<file path="src/rtl/alu_pkg.sv">
// Shared types for the multi-cycle ALU: operation codes and control states.
package alu_pkg;

    typedef enum logic [2:0] {
        OP_ADD = 3'b000,
        OP_SUB = 3'b001,
        OP_AND = 3'b010,
        OP_NOT = 3'b011,
        OP_OR  = 3'b100,
        OP_XOR = 3'b101,
        OP_SHL = 3'b110,
        OP_MUL = 3'b111
    } alu_op_t;

    typedef enum logic [1:0] {
        IDLE = 2'd0,
        BUSY = 2'd1,
        DONE = 2'd2
    } alu_state_t;

endpackage

</file>
<file path="src/rtl/alu_mul_iter.sv">
// Iterative shift-add multiplier: one partial product per cycle, WIDTH cycles,
// low WIDTH bits of the unsigned product, single-cycle done pulse.
module alu_mul_iter #(
    parameter int unsigned WIDTH = 16
) (
    input  logic             clk,
    input  logic             rst_n,
    input  logic             start,
    input  logic [WIDTH-1:0] a,
    input  logic [WIDTH-1:0] b,
    output logic             done,
    output logic [WIDTH-1:0] product
);

    localparam int unsigned CW = $clog2(WIDTH);

    logic [WIDTH-1:0] mcand;
    logic [WIDTH-1:0] mplier;
    logic [WIDTH-1:0] acc;
    logic [CW-1:0]    cnt;
    logic             busy;

    always_ff @(posedge clk) begin
        if (!rst_n) begin
            mcand  <= '0;
            mplier <= '0;
            acc    <= '0;
            cnt    <= '0;
            busy   <= 1'b0;
            done   <= 1'b0;
        end else if (start) begin
            mcand  <= a;
            mplier <= b;
            acc    <= '0;
            cnt    <= '0;
            busy   <= 1'b1;
            done   <= 1'b0;
        end else if (busy) begin
            // Always run all WIDTH steps so latency never depends on operands.
            if (mplier[0]) begin
                acc <= acc + mcand;
            end
            mcand  <= mcand << 1;
            mplier <= mplier >> 1;
            cnt    <= cnt + CW'(1);
            if (cnt == CW'(WIDTH - 1)) begin
                busy <= 1'b0;
                done <= 1'b1;
            end
        end else begin
            done <= 1'b0;
        end
    end

    assign product = acc;

endmodule

</file>
<file path="src/rtl/alu_mc.sv">
// Multi-cycle ALU with valid/ready handshakes on request and response.
// Macro ALU_MC_MUL_EN enables the iterative multiplier for op 111.
module alu_mc
    import alu_pkg::*;
#(
    parameter int unsigned WIDTH = 16
) (
    input  logic             clk,
    input  logic             rst_n,
    input  logic [WIDTH-1:0] val_A,
    input  logic [WIDTH-1:0] val_B,
    input  logic [2:0]       ALU_op,
    input  logic             in_valid,
    output logic             in_ready,
    output logic [WIDTH-1:0] ALU_out,
    output logic             Z,
    output logic             N,
    output logic             C,
    output logic             V,
    output logic             out_valid,
    input  logic             out_ready,
    output logic             op_err
);

    localparam int unsigned MSB = WIDTH - 1;
    localparam int unsigned SHW = $clog2(WIDTH);

    alu_state_t       state;
    alu_op_t          op_c;
    logic [WIDTH-1:0] res_c;
    logic [WIDTH:0]   sum_c;
    logic [2*WIDTH-1:0] shl_c;
    logic [SHW-1:0]   sh_amt_c;
    logic             c_c;
    logic             v_c;
    logic             err_c;
    logic             is_mul_c;
    logic             mul_start_c;
    logic             mul_done_c;
    logic [WIDTH-1:0] mul_prod_c;

    assign op_c        = alu_op_t'(ALU_op);
    assign mul_start_c = (state == IDLE) && in_valid && is_mul_c;

`ifdef ALU_MC_MUL_EN
    assign is_mul_c = (op_c == OP_MUL);

    alu_mul_iter #(
        .WIDTH   (WIDTH)
    ) u_mul (
        .clk     (clk),
        .rst_n   (rst_n),
        .start   (mul_start_c),
        .a       (val_A),
        .b       (val_B),
        .done    (mul_done_c),
        .product (mul_prod_c)
    );
`else
    assign is_mul_c   = 1'b0;
    assign mul_done_c = mul_start_c;
    assign mul_prod_c = '0;
`endif

    // Single-cycle datapath, evaluated on the live inputs and captured at acceptance.
    always_comb begin
        res_c    = '0;
        sum_c    = '0;
        c_c      = 1'b0;
        v_c      = 1'b0;
        err_c    = 1'b0;
        sh_amt_c = val_B[SHW-1:0];
        shl_c    = {{WIDTH{1'b0}}, val_A} << sh_amt_c;
        case (op_c)
            OP_ADD: begin
                sum_c = {1'b0, val_A} + {1'b0, val_B};
                res_c = sum_c[WIDTH-1:0];
                c_c   = sum_c[WIDTH];
                v_c   = (val_A[MSB] == val_B[MSB]) && (res_c[MSB] != val_A[MSB]);
            end
            OP_SUB: begin
                res_c = val_A - val_B;
                c_c   = (val_A >= val_B);
                v_c   = (val_A[MSB] != val_B[MSB]) && (res_c[MSB] != val_A[MSB]);
            end
            OP_AND: res_c = val_A & val_B;
            OP_NOT: res_c = ~val_B;
            OP_OR:  res_c = val_A | val_B;
            OP_XOR: res_c = val_A ^ val_B;
            OP_SHL: begin
                res_c = shl_c[WIDTH-1:0];
                c_c   = (sh_amt_c != '0) && shl_c[WIDTH];
            end
            OP_MUL: begin
`ifdef ALU_MC_MUL_EN
                err_c = 1'b0;
`else
                err_c = 1'b1;
`endif
            end
            default: err_c = 1'b1;
        endcase
    end

    // Control FSM with registered handshake and result outputs.
    always_ff @(posedge clk) begin
        if (!rst_n) begin
            state     <= IDLE;
            in_ready  <= 1'b1;
            out_valid <= 1'b0;
            ALU_out   <= '0;
            Z         <= 1'b0;
            N         <= 1'b0;
            C         <= 1'b0;
            V         <= 1'b0;
            op_err    <= 1'b0;
        end else begin
            case (state)
                IDLE: begin
                    if (in_valid) begin
                        in_ready <= 1'b0;
                        if (is_mul_c) begin
                            state <= BUSY;
                        end else begin
                            state     <= DONE;
                            out_valid <= 1'b1;
                            ALU_out   <= res_c;
                            Z         <= (res_c == '0);
                            N         <= res_c[MSB];
                            C         <= c_c;
                            V         <= v_c;
                            op_err    <= err_c;
                        end
                    end
                end
                BUSY: begin
                    if (mul_done_c) begin
                        state     <= DONE;
                        out_valid <= 1'b1;
                        ALU_out   <= mul_prod_c;
                        Z         <= (mul_prod_c == '0);
                        N         <= mul_prod_c[MSB];
                        C         <= 1'b0;
                        V         <= 1'b0;
                        op_err    <= 1'b0;
                    end
                end
                DONE: begin
                    if (out_ready) begin
                        state     <= IDLE;
                        in_ready  <= 1'b1;
                        out_valid <= 1'b0;
                        ALU_out   <= '0;
                        Z         <= 1'b0;
                        N         <= 1'b0;
                        C         <= 1'b0;
                        V         <= 1'b0;
                        op_err    <= 1'b0;
                    end
                end
                default: begin
                    state     <= IDLE;
                    in_ready  <= 1'b1;
                    out_valid <= 1'b0;
                    ALU_out   <= '0;
                    Z         <= 1'b0;
                    N         <= 1'b0;
                    C         <= 1'b0;
                    V         <= 1'b0;
                    op_err    <= 1'b0;
                end
            endcase
        end
    end

endmodule

</file>
<file path="config.mk">
export PLATFORM = sky130hd
export DESIGN_NAME = alu_mc
export DESIGN_NICKNAME = d
export VERILOG_FILES = /design/src/rtl/alu_pkg.sv /design/src/rtl/alu_mul_iter.sv /design/src/rtl/alu_mc.sv
export SDC_FILE = /design/constraint.sdc
export NUM_CORES = 1
export LEC_CHECK = 0
export ABC_AREA = 1
export CAP_MARGIN = 20
export CORE_MARGIN = 10
export CORE_UTILIZATION = 45
export CTS_BUF_LIST = sky130_fd_sc_hd__clkbuf_4
export CTS_CLUSTER_SIZE = 20
export DETAILED_ROUTE_END_ITERATION = 16
export PLACE_DENSITY = 0.67
export SLEW_MARGIN = 20
export SYNTH_ARGS = -nofsm -noshare
export SYNTH_HDL_FRONTEND = slang
export SYNTH_SLANG_ARGS = --single-unit
</file>
<file path="constraint.sdc">
create_clock -name clk -period 3 [get_ports clk]
set_clock_uncertainty 0.2 [all_clocks]
set_input_delay 0.6 -clock clk [delete_from_list [all_inputs] [get_ports clk]]
set_output_delay 0.6 -clock clk [all_outputs]
set_load 0.02 [all_outputs]
</file>
==> impl_results.md <==
- Outcome: complete, no violations
- Max H-tree Level: 1
- Antenna Violating Nets Remaining: 0
- DP Cell Count: around 1200
- CP required: 3.07 ns
- Setup ws final: 0.0481 ns
- Area of the multi-input gates: 3770 sq um
- CP endpoint kind: register
- CP cell instances: clkdlybuf4s50_1, inv_1, ha_1, buf_4, nor2_4, a21oi_4, buf_4, nand3_1, nand3_1, nand2_1, nand3_1, nand3_1, nor2_1, nand3_1, nor2_1, nor2_1, nor2_1
- Post-Route WL: 20400 um
- FF-to-FF path depth: 11
- Clk sinks: 22
- Area grow syn2layout: 48.9%
- # setup viols final: 0
- Ys flop type: dfxtp_1
- Total of warnings raised by yosys: 0
- Relative slew slack: between 50% and 60%
- Total number of vias: 6570
- Final Non-Filler Cells: 1210
- Post-synth top cells: nand2_1 (267), inv_1 (123), nand3_1 (114)
- Largest area contributor in the netlist: nand2_1
- Avg Inst Size Synth: around 5.4 sq um
- Top Ports: a little over 60
- Count leader, synth: nand2_1
- CP max stage cell: clkdlybuf4s50_1
- Core ar.: 10200 sq um
- Sequential share of the synthesized area: 9.46%
- Die Y: about 120 um
- Register Area: approximately 440 sq um
- Post-synth cell types: 35
- Slowest Stage Delay on Critical Path: 0.48 ns
- Final Max Tran Viols: 0
- Horiz. Die Dim: 122 um
- EDFF count, synth: 0
- CTS tree: built
- Slew @ Worst Pin: ~0.63 ns
- WHS Path Cells: 2
- Initial antenna violation count: 0
- Crit path launch type: input port
- Grt ovf: 0
- Mapped Area: 4650 sq um
- FFs w/ async S/R, synth: 0%
- Hold Path Class: reg -> reg
- Power Density: between 200 and 300 nW/um^2
- Cells after synthesis: 861
- # rows: 37
- Clock root buffer: clkbuf_4
- Fin crit share: a little over nine tenths
- Initial Util: a little under half
- Most frequent CP cell: nand3_1
- DP Wirelength: 17200 um
- Largest net degree at the start of global routing: 24
- Post-synthesis register bit count: 22
- DRC Markers: 0
- FILL cells: 959
- Power Total: 0.00176 W
- Placement Setup Slack: -0.461 ns
- Minimum clock period: 2.95 ns
- CTS buffer count: 3
- Total die area: 14800 sq um
- Clock Path Buffers: 2
- Wire per inst: 16.9 um
- First-pass GRT wire length: around 31000 um
- Vias/cell: 5.43
- Final net count: 1168
- Mapped Nets: 954
- Kind of critical path: in -> reg
- Clk slew on worst S/H paths: 0.15 ns
- Synth top area share: 21.5%
- Setup_tns: 0 ns
- CP Max Fanout: 4
- Final Util: 68.0%
- # hold bufs at CTS: 0
- Leakage: 3.68 nW
- Iteration-0 DRC Markers: 815
- RePlAce Congestion: approximately 1.0
- Max VDD drop: 0.000191 V
- Ratio of cells with drive above 1 in the final layout: 24.2%
- Ant diodes: 0
- Synth top area cells: nand2_1 (22%), ha_1 (14%), nand3_1 (12%)
- Drt pass-1 iters: 8
- Clock Latency Late Sink: approximately 0.32 ns
- Port bufs: between 60 and 70
- Final Hold Vio Count: 0
- Global Route Usage Sum: 26.3%
- Worst Path Arrival: 3.03 ns
- Maxcap violations: 0
- Max Fclk: 339 MHz
- Vias in the first global route: about 6200
[layout by cell type (no fill, tap or decap), types with 3 or more instances in the layout]
master,count
nand2_2,9
or2_2,3
dlymetal6s2s_1,5
clkdlybuf4s50_1,56
buf_4,175
nand4_1,14
nand3_1,104
o21ai_1,5
a21oi_1,48
o21ai_0,25
inv_2,13
dfxtp_1,22
ha_4,9
clkbuf_4,3
a21oi_2,3
nor3_1,4
nand3_2,11
ha_2,3
inv_1,117
nor3_2,4
buf_12,3
nand3b_1,4
nor2_2,14
o22ai_1,14
xor2_1,3
ha_1,40
nand2_1,260
nor2_1,82
[stage by stage]
stage	cell area [sq um]	hold WS (ns)
after floorplan	4650	0.323
after global placement	6580	0.231
after detailed placement	6580	0.241
after CTS	6660	0.260
after global routing	6930	0.297
final	6930	0.259
[worst max-delay path, delay by kind of cell]
kind	cells	cell delay [ns]
adders and majority gates	1	0.34
buffers and inverters	4	0.88
and+or+nand+nor	11	1.02
AOI/OAI and AO/OA	1	0.18
[repair_timing]
| item | in CTS | in global routing |
|---|---|---|
| gates resized for setup | 9 | 62 |
| endpoints found under the setup margin | 2 | 10 |
| hold endpoints to repair | 0 | 0 |
| setup buffers | 0 | 2 |
| pin swaps | 3 | 8 |
[state kept, by name (all words and copies together), names as in the netlist]
name and count:
V 1, Z 1, ALU_out 16, out_valid 1, in_ready 1, C 1
op_err 1
[report_power, final]
group / switching (W) / internal, W
Combinational: 0.000667 / 0.000527
Clock: 0.000106 / 0.000135
Sequential: 0.00000987 / 0.000310
Total: 0.000783 / 0.000972
[cell type report]
| cell class | count | area share (%) |
|---|---|---|
| clock buffer | 3 | 0.325 |
| tap | 136 | 2.46 |
| inverter | 130 | 7.04 |
| clock inverter | 1 | 0.433 |
| multi-input combinational | 678 | 54.4 |
| sequential | 22 | 6.36 |
| timing repair buffer | 240 | 29.0 |
[layer usage]
| metal | GRT usage [%] | share of wire [%] |
|---|---|---|
| met5 | 0 | 0 |
| met4 | 6.78 | 2.7 |
| met3 | 2.96 | 9.9 |
| met2 | 43.5 | 46 |
| met1 | 35.4 | 42 |
[worst paths after layout]
| check | from | end | slack [ns] |
|---|---|---|---|
| hold reg to reg | in_ready$_SDFFE_PN1P_ | in_ready$_SDFFE_PN1P_ | 0.26 |
| hold / removal | in_ready$_SDFFE_PN1P_ | in_ready$_SDFFE_PN1P_ | 0.26 |
| setup reg to reg | out_valid$_SDFFE_PN0P_ | Z$_SDFFE_PN0P_ | 1.18 |
| setup / recovery | val_B[2] | Z$_SDFFE_PN0P_ | 0.05 |
[kinds of logic (layout without fill, tap and decap cells)]
group	Yosys count	count (layout)	synth area share (%)
compound gates	103	103	12.1
xor+xnor	4	4	0.753
fa+ha+maj	54	54	14.8
buf+inv	161	374	15.3
flops	22	22	9.46
simple gates	517	517	47.6
No activity file was read; power rests on OpenSTA's default activity.
